$ cat config.mk
export PLATFORM = sky130hd
export DESIGN_NAME = req_ack_vr_bridge
export DESIGN_NICKNAME = d
export VERILOG_FILES = /design/src/rtl/req_ack_vr_bridge_pkg.sv /design/src/rtl/sync_fifo.sv /design/src/rtl/req_ack_vr_bridge.sv
export SDC_FILE = /design/constraint.sdc
export NUM_CORES = 1
export LEC_CHECK = 0
export BUFFER_PORTS_ARGS = -buffer_cell sky130_fd_sc_hd__buf_2
export CAP_MARGIN = 20
export CORE_ASPECT_RATIO = 1.25
export CORE_MARGIN = 3
export CORE_UTILIZATION = 45
export DETAILED_ROUTE_END_ITERATION = 10
export PLACE_DENSITY = 0.66
export SYNTH_ARGS = -nofsm -noshare
export SYNTH_HDL_FRONTEND = slang
export SYNTH_SLANG_ARGS = --single-unit
$ cat constraint.sdc
create_clock -name clk -period 5.2 [get_ports clk]
set_input_delay 0.78 -clock clk [delete_from_list [all_inputs] [get_ports clk]]
set_output_delay 0.78 -clock clk [all_outputs]
set_load 0.01 [all_outputs]
$ cat src/rtl/req_ack_vr_bridge_pkg.sv
// Shared types and sizing helpers for the req/ack to ready/valid bridge.
package req_ack_vr_bridge_pkg;

  typedef enum logic [1:0] {IDLE, HOLD, ACK} up_state_t;
  typedef enum logic [1:0] {EMPTY, VALID, BUBBLE} dn_state_t;

  // Occupancy counter width: must be able to represent DEPTH itself.
  function automatic int lvl_w(input int depth);
    return $clog2(depth) + 1;
  endfunction

endpackage

$ cat src/rtl/sync_fifo.sv
// Single-clock FIFO with occupancy count; pointers wrap naturally (DEPTH is a power of two).
module sync_fifo #(
  parameter int DATA_W = 8,
  parameter int DEPTH  = 4
) (
  input  logic                     clk,
  input  logic                     rst,
  input  logic                     push,
  input  logic [DATA_W-1:0]        push_data,
  input  logic                     pop,
  output logic [DATA_W-1:0]        pop_data,
  output logic                     full,
  output logic                     empty,
  output logic [$clog2(DEPTH):0]   count
);

  localparam int AW = $clog2(DEPTH);

  logic [DATA_W-1:0] mem [DEPTH];
  logic [AW-1:0]     wr_ptr, rd_ptr;

  // Storage needs no reset; only pointers/count define validity.
  always_ff @(posedge clk) begin
    if (push) mem[wr_ptr] <= push_data;
  end

  // Pointer advance on each push/pop.
  always_ff @(posedge clk or posedge rst) begin
    if (rst) begin
      wr_ptr <= '0;
      rd_ptr <= '0;
    end else begin
      if (push) wr_ptr <= wr_ptr + 1'b1;
      if (pop)  rd_ptr <= rd_ptr + 1'b1;
    end
  end

  // Occupancy: simultaneous push and pop leaves it unchanged.
  always_ff @(posedge clk or posedge rst) begin
    if (rst) count <= '0;
    else begin
      case ({push, pop})
        2'b10:   count <= count + 1'b1;
        2'b01:   count <= count - 1'b1;
        default: count <= count;
      endcase
    end
  end

  assign pop_data = mem[rd_ptr];
  assign full     = (count == (AW+1)'(DEPTH));
  assign empty    = (count == '0);

endmodule

$ cat src/rtl/req_ack_vr_bridge.sv
// Pulsed req/ack command port in, buffered ready/valid stream out.
module req_ack_vr_bridge
  import req_ack_vr_bridge_pkg::*;
#(
  parameter int DATA_W = 8,
  parameter int DEPTH  = 4
) (
  input  logic                      clk,
  input  logic                      rst,
  input  logic                      req,
  input  logic [DATA_W-1:0]         req_data,
  output logic                      ack,
  output logic                      out_valid,
  output logic [DATA_W-1:0]         out_data,
  input  logic                      out_ready,
  output logic [lvl_w(DEPTH)-1:0]   level,
  output logic                      proto_err
);

  up_state_t         up_q, up_d;
  dn_state_t         dn_q, dn_d;
  logic              req_q, rise;
  logic              push, pop, hold_ld, can_push;
  logic              full, empty;
  logic [DATA_W-1:0] hold_q, push_data, pop_data;

  assign rise = req & ~req_q;
  // A pop in the same edge frees a slot, so a full FIFO can still accept.
  assign can_push  = ~full | pop;
  // A held request was captured earlier; a fresh one pushes straight from the port.
  assign push_data = (up_q == HOLD) ? hold_q : req_data;
  assign ack       = (up_q == ACK);
  assign out_valid = (dn_q == VALID);

  sync_fifo #(.DATA_W(DATA_W), .DEPTH(DEPTH)) u_fifo (
    .clk       (clk),
    .rst       (rst),
    .push      (push),
    .push_data (push_data),
    .pop       (pop),
    .pop_data  (pop_data),
    .full      (full),
    .empty     (empty),
    .count     (level)
  );

  // Registered req for rise detection, plus both FSM state registers.
  always_ff @(posedge clk or posedge rst) begin
    if (rst) begin
      req_q <= 1'b0;
      up_q  <= IDLE;
      dn_q  <= EMPTY;
    end else begin
      req_q <= req;
      up_q  <= up_d;
      dn_q  <= dn_d;
    end
  end

  // Upstream: accept a rising req, park it in HOLD while full, then ack once.
  always_comb begin
    up_d    = up_q;
    push    = 1'b0;
    hold_ld = 1'b0;
    case (up_q)
      IDLE: if (rise) begin
        if (can_push) begin
          push = 1'b1;
          up_d = ACK;
        end else begin
          hold_ld = 1'b1;
          up_d    = HOLD;
        end
      end
      HOLD: if (can_push) begin
        push = 1'b1;
        up_d = ACK;
      end
      ACK:     up_d = IDLE;
      default: up_d = IDLE;
    endcase
  end

  // Downstream: BUBBLE may reload immediately, so valid is low for exactly one cycle.
  always_comb begin
    dn_d = dn_q;
    pop  = 1'b0;
    case (dn_q)
      EMPTY, BUBBLE: begin
        if (!empty) begin
          pop  = 1'b1;
          dn_d = VALID;
        end else begin
          dn_d = EMPTY;
        end
      end
      VALID:   if (out_ready) dn_d = BUBBLE;
      default: dn_d = EMPTY;
    endcase
  end

  // Payload capture for a request that arrived while full.
  always_ff @(posedge clk or posedge rst) begin
    if (rst)          hold_q <= '0;
    else if (hold_ld) hold_q <= req_data;
  end

  // Output register only loads on pop, so data is frozen while valid.
  always_ff @(posedge clk or posedge rst) begin
    if (rst)      out_data <= '0;
    else if (pop) out_data <= pop_data;
  end

  // Sticky protocol violation: overlapping request, or req high during ack.
  always_ff @(posedge clk or posedge rst) begin
    if (rst) proto_err <= 1'b0;
    else if ((rise && up_q != IDLE) || (req && ack)) proto_err <= 1'b1;
  end

endmodule

After elaboration in Yosys (flattened, before gate mapping):

Memories as Yosys holds them, arrays and structs flattened. A register that Yosys moved wholly into a read port is not among the register bits.
Cells that the tools add are included.

* $add $sub $neg: 4
* multiply operators: 0
* divide/modulo/power cells: 0
* $lt $le $gt $ge: 0
* eq/ne operators: 10
* shift operators: 0
* multiplexer cells: 19
* bitwise operators: 4
* reduce and logical (&&, ||, !) cells: 10

Operators by type and width (count)
* 1-bit two-way mux: 10
* 2-bit two-way mux: 4
* 8-bit two-way mux: 1
* 2-bit case mux with 2 select lines: 2
* 2-bit by 1-bit equality test with 1-bit output, second input constant: 3
* 2-bit equality test, second input constant: 3
* 3-bit case mux with 2 select lines: 1
* 2-bit by 1-bit adder with 2-bit output, second input constant: 2
* 2-bit zero test: 2
* 2-bit != test, second input constant: 2
* 2-bit nonzero test: 2
* 3-bit by 1-bit adder with 3-bit output, second input constant: 1
* 3-bit equality test, second input constant: 1
* 3-bit zero test: 1
* 3-bit by 1-bit subtractor with 3-bit output, second input constant: 1
* 1-bit logical AND: 2
* 2-bit by 1-bit != test with 1-bit output, second input constant: 1
* 1-bit inverter: 2
* 1-bit case mux with 2 select lines: 1
* 2-bit AND reduction: 1
* 2-bit OR reduction: 1
* 1-bit AND: 1
* 1-bit logical OR: 1
* 1-bit OR: 1

* register bits after elaboration: 21
* latch bits: 0
* RAM bits: 32
* memory bits (read-only): 0
* output and inout port bits: 14
* word-level logic and storage cells: 56
* memories kept: 1

Memories
* u_fifo.mem: words 4, width 8, rd ports 1, clocked after Yosys merged registers in 1, write ports 1, line sync_fifo.sv:19 `logic [DATA_W-1:0] mem [DEPTH];`

Longest topological paths before layout:

Gate-level depths: netlist (run 1).

* depth in word-level cells: 9
* gate-level depth with buffers: 9
* mapped depth without buffers: 9

Cells and area by module:

From an unflattened synthesis (run 1), not the netlist that was laid out.

* cell total of the unflattened synthesis: 145
* area, all modules: 2588.7 µm²

Modules (own cells, without submodules)
* sync_fifo: instances 1, cells an instance 79, area each 1556.5 µm², sequential area each 1136.1 µm²
* req_ack_vr_bridge: instances 1, cells an instance 66, area each 1032.2 µm², sequential area each 550.5 µm²

Worst setup path before layout (run 1):

No wires, ideal clock.

* kind: input to register
* start point: input req
* end point: register u_fifo.count[2]
* arrival time: 2218 ps
* required time: 5072 ps
* setup slack: 2855 ps
* stages on the path: 9
* cells stage by stage: or2b_1 -> a211oi_4 -> inv_1 -> ha_1 -> inv_1 -> fa_1 -> xor2_1 -> nor2_1 -> xor2_1

* cells in the longest elaborated chain, start to end: 5

Ends and longest elaborated chain
* start, declared: line req_ack_vr_bridge.sv:10 `input logic req,`
* 1-bit AND *: line req_ack_vr_bridge.sv:27 `assign rise = req & ~req_q;`
* 1-bit two-way mux *: line req_ack_vr_bridge.sv:66 `IDLE: if (rise) begin`
* 1-bit case mux with 2 select lines *: line req_ack_vr_bridge.sv:65 `case (up_q)`
* 2-bit by 1-bit equality test with 1-bit output / 2-bit equality test (equally long branches): line sync_fifo.sv:42 `case ({push, pop})`
* 3-bit case mux with 2 select lines / 2-bit nonzero test (equally long branches)
* end signal, assigned: line sync_fifo.sv:43 `2'b10: count <= count + 1'b1;`
* end signal, assigned: line sync_fifo.sv:44 `2'b01: count <= count - 1'b1;`
* end signal, assigned: line sync_fifo.sv:45 `default: count <= count;`
* end, declared: line sync_fifo.sv:14 `output logic [$clog2(DEPTH):0] count`

Every way passes the cells marked *; elsewhere a longest branch is shown, timed or not.
A chain may end at the register's enable or synchronous reset.

Worst setup path in the final report (run 1):

* start point: register u_fifo.count[0]
* end point: register u_fifo.count[2]

* cells in the longest elaborated chain, start to end: 9

Ends and longest elaborated chain
* 3-bit zero test: line sync_fifo.sv:52 `assign empty = (count == '0);`
* 1-bit two-way mux: line req_ack_vr_bridge.sv:90 `if (!empty) begin`
* 1-bit two-way mux: line req_ack_vr_bridge.sv:88 `case (dn_q)`
* 1-bit OR: line req_ack_vr_bridge.sv:29 `assign can_push = ~full | pop;`
* 1-bit two-way mux: line req_ack_vr_bridge.sv:67, req_ack_vr_bridge.sv:75
* 1-bit two-way mux: line req_ack_vr_bridge.sv:66
* 1-bit case mux with 2 select lines: line req_ack_vr_bridge.sv:65
* 2-bit by 1-bit equality test with 1-bit output / 2-bit equality test (equally long branches): line sync_fifo.sv:42
* 3-bit case mux with 2 select lines / 2-bit nonzero test (equally long branches)

Several ways; a longest one is shown, not always the timed one.

==> results of run 1 <==
[metrics by stage]
step                total power [uW]    util  worst slack (ns)  std cells
floorplan                       1091       -             2.855        143
global placement                1190  0.5139             2.683        226
detailed placement              1221  0.5139             2.605        226
CTS                             1570  0.5446             2.700        242
global route                    1656  0.5498             2.542        243
finish                          1550  0.5498             2.755        243
[sequential cells by signal (all words and copies together), names as in the netlist]
register and cells:
u_fifo.mem 32, hold_q 8, out_data 8, u_fifo.count 3
dn_q 2, u_fifo.rd_ptr 2, u_fifo.wr_ptr 2, up_q 2
proto_err 1, req_q 1
[critical path: cells and delay by family (launching register included)]
kind / cells / cell delay, ns
DFF: 1 / 0.42
adders and majority gates: 2 / 0.70
and+or+nand+nor: 3 / 0.91
buffers and inverters: 1 / 0.06
xor gates and xnor gates: 2 / 0.29
[worst max path at each step]
stage | endpoint | cells past startpoint
final | u_fifo.count[2] | 8
after global routing | u_fifo.count[2] | 8
after CTS | u_fifo.count[2] | 8
after detailed placement | u_fifo.count[1] | 8
after global placement | u_fifo.count[2] | 10
after floorplan | u_fifo.count[2] | 9
[power breakdown]
group	switching, uW	internal [uW]	total [uW]
Sequential	96.9	646	743
Combinational	197	261	459
Clock	164	184	348
[cell type report]
| cell class | instances | share of cell area |
|---|---|---|
| tap | 62 | 0.02682 |
| clock buffer | 14 | 0.05277 |
| timing repair buffer | 26 | 0.05277 |
| inverter | 9 | 0.01168 |
| multi-input combinational | 69 | 0.2699 |
| clock inverter | 2 | 0.003028 |
| sequential | 61 | 0.5830 |
[cell families after synthesis]
group           Yosys count  share of synthesized area
flops                    61                     0.6693
mux                      34                     0.1887
simple gates             19                    0.05164
buf+inv                  13                    0.02085
xor+xnor                  6                    0.02085
fa+ha+maj                 6                    0.03277
compound gates            4                    0.01589
[cell usage in the layout, fill, tap and decap left out, types with 2 or more instances in the layout]
| cell type | Yosys | final |
|---|---|---|
| nor2_1 | 4 | 4 |
| mux2_2 | 24 | 24 |
| xor2_1 | 4 | 4 |
| ha_1 | 5 | 5 |
| mux4_2 | 8 | 8 |
| dfrtp_1 | 29 | 29 |
| inv_1 | 9 | 9 |
| buf_2 | 3 | 25 |
| edfxtp_1 | 32 | 32 |
| and2_2 | 4 | 4 |
| xnor2_1 | 2 | 2 |
| clkbuf_8 | 0 | 10 |
| clkbuf_1 | 1 | 4 |
| nor2b_1 | 3 | 3 |
| nor3b_1 | 2 | 2 |
| a21o_1 | 2 | 2 |
[metal layers]
| metal | wire length [microns] | global-route usage | vias to the layer above |
|---|---|---|---|
| li1 | - | - | 586 |
| met2 | 2029 | 0.2184 | 23 |
| met3 | 148 | 0.05011 | 8 |
| met5 | 0 | 0 | - |
| met4 | 84 | 0.06544 | 0 |
| met1 | 1638 | 0.1605 | 619 |
[Yosys cell counts, drive strengths merged]
master	count
a211oi	1
a21o	2
a21oi	1
and2	5
and4bb	1
buf	3
clkbuf	1
dfrtp	29
edfxtp	32
fa	1
ha	5
inv	9
mux2	25
mux2i	1
mux4	8
nand2b	1
nand3	1
nor2	4
nor2b	3
nor3	1
nor3b	2
or2b	1
xnor2	2
xor2	4
==> out/metrics.csv, run 1 <==
metric,value,unit
grt_max_degree,30,
max_cap_viol_count,0,
min_period,2.445,ns
drt.antenna.violating_nets,0,
drt_wl_total,3901,microns
drt-initial-drc-count,44,
fin_setup_tns,0,ns
yosys.area.top_type,edfxtp_1,
rows,29,
grt_pass1_vias,1276,
drive_above_1_share,0.4254,
multi_input_area,780.7,sq um
status,"finished, final reports clean",
die_w,72.93,microns
antenna_found_initial,0,
setup_viol,0,
ys_seq_area_frac,0.6693,
cp.arrival,2.70,ns
initial_core_util,0.4790,
clock_sinks,61,
cts_buffers,9,
coreArea,5261,sq um
p_per_area,535.7,nW/um^2
portBuffers,25,
worstMarginPinSlew,0.9284,ns
io_pins,26,
fin_skew,0.005017,ns
dr.pass1.iters,4,
cp-start-kind,flop,
cts_hold_buf,0,
drc,0,
fillers,416,
hold_viol,0,
synth_cell_types,26,
ys_ff_latch,61,
routedWlPerCell,16.05,microns
finalHoldWorstSlack,0.4537,ns
ir_drop,0.0002490,V
clk_latency,0.33,ns
r2r-end,u_fifo.count[2],
globalplace.congestion,0.7074,
post_cts_buffers,0,
grt_pass1_wl,6265,microns
dp_hpwl,2762,microns
globalRouteOverflowTotal,0,
slew_headroom,0.3788,
placed_cell_area,2704,sq um
rsz0062_at_grt,no,
via_count,1236,
synth_area,2520,sq um
cts_htree_levels,3,
rr_worst_depth,8,
critical_path_peak_fanout,11,
cts_resized,0,
worstReg2RegStart,u_fifo.count[0],
synthTopCellsByArea,"edfxtp_1 38%, dfrtp_1 29%, mux2_2 11%",
viasPerCell,5.086,
cp-end-kind,flop,
fin_crit_sh,0.4701,
fmax,0.4091,GHz
clockBufferDepth,2,
antenna_cells,0,
netlist_instances,143,
drv_slew,0,
yosys.area.top_type_share,0.3813,
hp-class,primary input to asynchronous set/reset pin,
design_area,2893,sq um
nNetsFinal,194,
worstPathRequired,5.45,ns
crit_path_start,u_fifo.count[0],
leakagePower,0.001164,uW
crit_type,flop to flop,
slowest_delay,0.71,ns
ys_warn_count,0,
reg2reg_slack,2.76,ns
cp_cell_sequence,"nor3_1, nor2_1, ha_1, inv_1, fa_1, xor2_1, nor2_1, xor2_1",
cts.clk_slew.worst_paths,0.06,ns
area_delta_synth_final,14.80,%
avgSynthCellArea,17.62,sq um
syn-num-nets,161,
cts_tree,yes,
seqCellArea,1687,sq um
cts-root-buf,clkbuf_8,
die-area,6539,sq um
grt_use_total,0.1353,
crit_slowest_cell,nor2_1,
die_h,89.67,microns
No activity file was read; power rests on OpenSTA's default activity.
==> run 2: changes to the inputs <==
--- a/config.mk
+++ b/config.mk
@@ -5,13 +5,14 @@
 export SDC_FILE = /design/constraint.sdc
 export NUM_CORES = 1
 export LEC_CHECK = 0
+export ABC_AREA = 1
 export BUFFER_PORTS_ARGS = -buffer_cell sky130_fd_sc_hd__buf_2
 export CAP_MARGIN = 20
 export CORE_ASPECT_RATIO = 1.25
 export CORE_MARGIN = 3
 export CORE_UTILIZATION = 45
 export DETAILED_ROUTE_END_ITERATION = 10
-export PLACE_DENSITY = 0.66
+export PLACE_DENSITY = 0.68
 export SYNTH_ARGS = -nofsm -noshare
 export SYNTH_HDL_FRONTEND = slang
 export SYNTH_SLANG_ARGS = --single-unit
==> constraint.sdc (replaced) <==
create_clock -name clk -period 2.1 [get_ports clk]
set_input_delay 0.315 -clock clk [delete_from_list [all_inputs] [get_ports clk]]
set_output_delay 0.315 -clock clk [all_outputs]
set_load 0.01 [all_outputs]
==> out/metrics.csv, run 2 <==
metric,value,unit,change
syn-num-nets,317,,+97%
globalplace.congestion,0.7715,,+9.1%
max_cap_viol_count,0,,unchanged
cp-start-kind,flop,,
die_w,76.73,microns,+5.2%
largest-register,u_fifo.mem,,
hp-class,primary input to asynchronous set/reset pin,,
ir_drop,0.0005885,V,+140%
synth-async-reset-ratio,0.4754,,unchanged
nNetsFinal,355,,+83%
antenna_cells,0,,unchanged
die-area,7244,sq um,+11%
via_count,1890,,+53%
mostFrequentLayoutCells,"109 x nand2_1, 52 x inv_1, 32 x edfxtp_1",,
status,"finished, final reports clean",,
final_common_cell,nand2_1,,
globalRouteOverflowTotal,0,,unchanged
cts-root-buf,clkbuf_8,,
clock_sinks,61,,unchanged
synthTopCellsByCount,"109 x nand2_1, 52 x inv_1, 32 x edfxtp_1",,
cp-end-kind,flop,,
rows,31,,+6.9%
ys_seq_area_frac,0.5994,,-0.06994
cp_cell_sequence,"nor2_4, nand3_4, nand2_2, ha_1, inv_1, fa_1, nand2_1, nand3b_1, xor2_1",,
rsz0062_at_grt,no,,
crit_slowest_cell,dfrtp_1,,
critical_path_peak_fanout,6,,-5
synthTopCellsByArea,"edfxtp_1 34%, dfrtp_1 26%, nand2_1 15%",,
p_per_area,1319,nW/um^2,+150%
grt_use_total,0.1562,,+0.02090
swShare,0.3689,,+0.07324
initial_core_util,0.4742,,-0.004781
cts_tree,yes,,
drc,0,,unchanged
post_cts_buffers,0,,unchanged
netlist_instances,299,,+110%
cts_hold_buf,0,,unchanged
synth_cell_types,24,,-7.7%
power,4266,uW,+180%
clockBufferDepth,2,,unchanged
routedWlPerCell,11.93,microns,-26%
leakagePower,0.001657,uW,+42%
cts_resized,0,,unchanged
ys_warn_count,0,,unchanged
min_period,1.847,ns,-0.5976 ns
die_h,94.41,microns,+5.3%
portBuffers,25,,unchanged
setup_viol,0,,unchanged
grt_pass1_wl,8659,microns,+38%
drv_slew,0,,unchanged
coreArea,5934,sq um,+13%
dp_hpwl,3489,microns,+26%
switchingPower,1574,uW,+240%
ys_ff_latch,61,,unchanged
top_regs,"u_fifo.mem: 32 flops, hold_q: 8 flops, out_data: 8 flops",,
fillers,559,,+34%
power_frac_clock,0.235,,+0.010
cts_htree_levels,3,,unchanged
yosysMostFrequentCell,nand2_1,,
largest_reg_flops,32,,unchanged
antenna_found_initial,0,,unchanged
viasPerCell,4.458,,-12%
hold_viol,0,,unchanged
drt.antenna.violating_nets,0,,unchanged
slowest_delay,0.45,ns,-0.26 ns
avgSynthCellArea,9.411,sq um,-47%
fin_crit_sh,0.8795,,+0.4094
ys.flop_type,edfxtp_1,,
crit_type,flop to flop,,
cp.arrival,2.07,ns,-0.63 ns
yosys.area.top_type_share,0.3415,,-0.03985
drt-initial-drc-count,105,,+140%
yosys.area.top_type,edfxtp_1,,
drt_wl_total,5057,microns,+30%
clk_latency,0.34,ns,about the same
p_int,2692,uW,+150%
worstPathRequired,2.33,ns,-3.12 ns
grt_pass1_vias,1903,,+49%
p_seq_frac,0.435,,-0.044
drive_above_1_share,0.1959,,-0.2295
cts_buffers,9,,unchanged
area_delta_synth_final,14.94,%,
fin_setup_tns,0,ns,unchanged
cts.clk_slew.worst_paths,0.07,ns,about the same
pwr-share-comb,0.331,,+0.035
fmax,0.5414,GHz,+32%
dr.pass1.iters,4,,unchanged
worstMarginPinSlew,0.6740,ns,-0.2544 ns
io_pins,26,,unchanged
synth-edff-count,32,,unchanged
synth_area,2814,sq um,+12%
fin_skew,0.007751,ns,+0.002734 ns
slew_headroom,0.5507,,+0.1719
grt_max_degree,30,,unchanged
run 2: cell types whose count changed after synthesis, sizes merged, moves of 2 or more:
cell,delta
nand2,+121
inv,+47
nand3,+27
mux2,-25
nor2,+9
mux4,-8
and2,-5
buf,+3
nor2b,-3
o21ai,+3
a21o,-2
nor3b,-2
xor2,-2
run 2: final timing paths:
path | start | to | slack [ns] | depth (start not counted)
worst max register to register | u_fifo.count[0] | u_fifo.count[2] | 0.25 | 9
min in group clk | req | req_q | 0.11 | 1
worst min register to register | out_data[1] | out_data[1] | 0.47 | 2
worst min-delay path | rst | up_q[1] | 0.03 | 3
worst max-delay path | u_fifo.count[0] | u_fifo.count[2] | 0.25 | 9
max in group asynchronous | rst | out_data[0] | 1.79 | 3
run 2: routing by layer:
layer  part of all wire  up-vias  wire [microns]  global-route usage
met5                  0        -               0                   0
met3              0.045        7             230             0.03626
li1                   -      986               -                   -
met2               0.49       53            2484              0.2660
met1               0.45      844            2266              0.1806
met4              0.015        0              75             0.09215
run 2: final cells by class:
type | count | area [sq um] | share of cell area
flip-flops and latches | 61 | 1687 | 0.5215
clock buffers | 10 | 137.6 | 0.04255
multi-input cells | 176 | 854.6 | 0.2642
well taps | 82 | 102.6 | 0.03172
repair buffers | 33 | 185.2 | 0.05725
clock inverters | 6 | 52.55 | 0.01625
inverters | 56 | 215.2 | 0.06654
run 2: power groups by stage:
stage                     Sequential, uW  Clock (uW)  Combinational (uW)
final                               1850        1000                1410
after global routing                1910        1080                1630
after CTS                           1860        1020                1440
after detailed placement            1880           0                1430
after global placement              1860           0                1400
after floorplan                     1820           0                1130
run 2: kinds of logic after synthesis:
kind of cell,count (synthesis),share of synthesized area
XOR/XNOR,3,0.01201
adder cells (fa/ha/maj),6,0.02935
AND/OR/NAND/NOR,164,0.2570
AO/OA/AOI/OAI,3,0.005334
flip-flops,61,0.5994
buffers and inverters,62,0.09693
run 2: worst max-delay path, delay by kind of cell, from the launching register on:
| family | cells | cell delay, ns |
|---|---|---|
| xor gates and xnor gates | 1 | 0.14 |
| DFF | 1 | 0.45 |
| and+or+nand+nor | 5 | 0.53 |
| adders and majority gates | 2 | 0.54 |
| buffers and inverters | 1 | 0.07 |
run 2: stage by stage:
| step | std cells | worst slack [ns] | util | cell area (sq um) | hold slack (ns) |
|---|---|---|---|---|---|
| 5_1_grt | 424 | 0.09375 | 0.5450 | 3234 | 0.05631 |
| 2_1_floorplan | 299 | 0.2422 | - | 2814 | 0.3464 |
| 6_report | 424 | 0.2530 | 0.5450 | 3234 | 0.03401 |
| 4_1_cts | 424 | 0.2251 | 0.5450 | 3234 | 0.03646 |
| 3_5_place_dp | 408 | 0.2313 | 0.5130 | 3044 | 0.4029 |
| 3_3_place_gp | 408 | 0.2891 | 0.5130 | 3044 | 0.4011 |
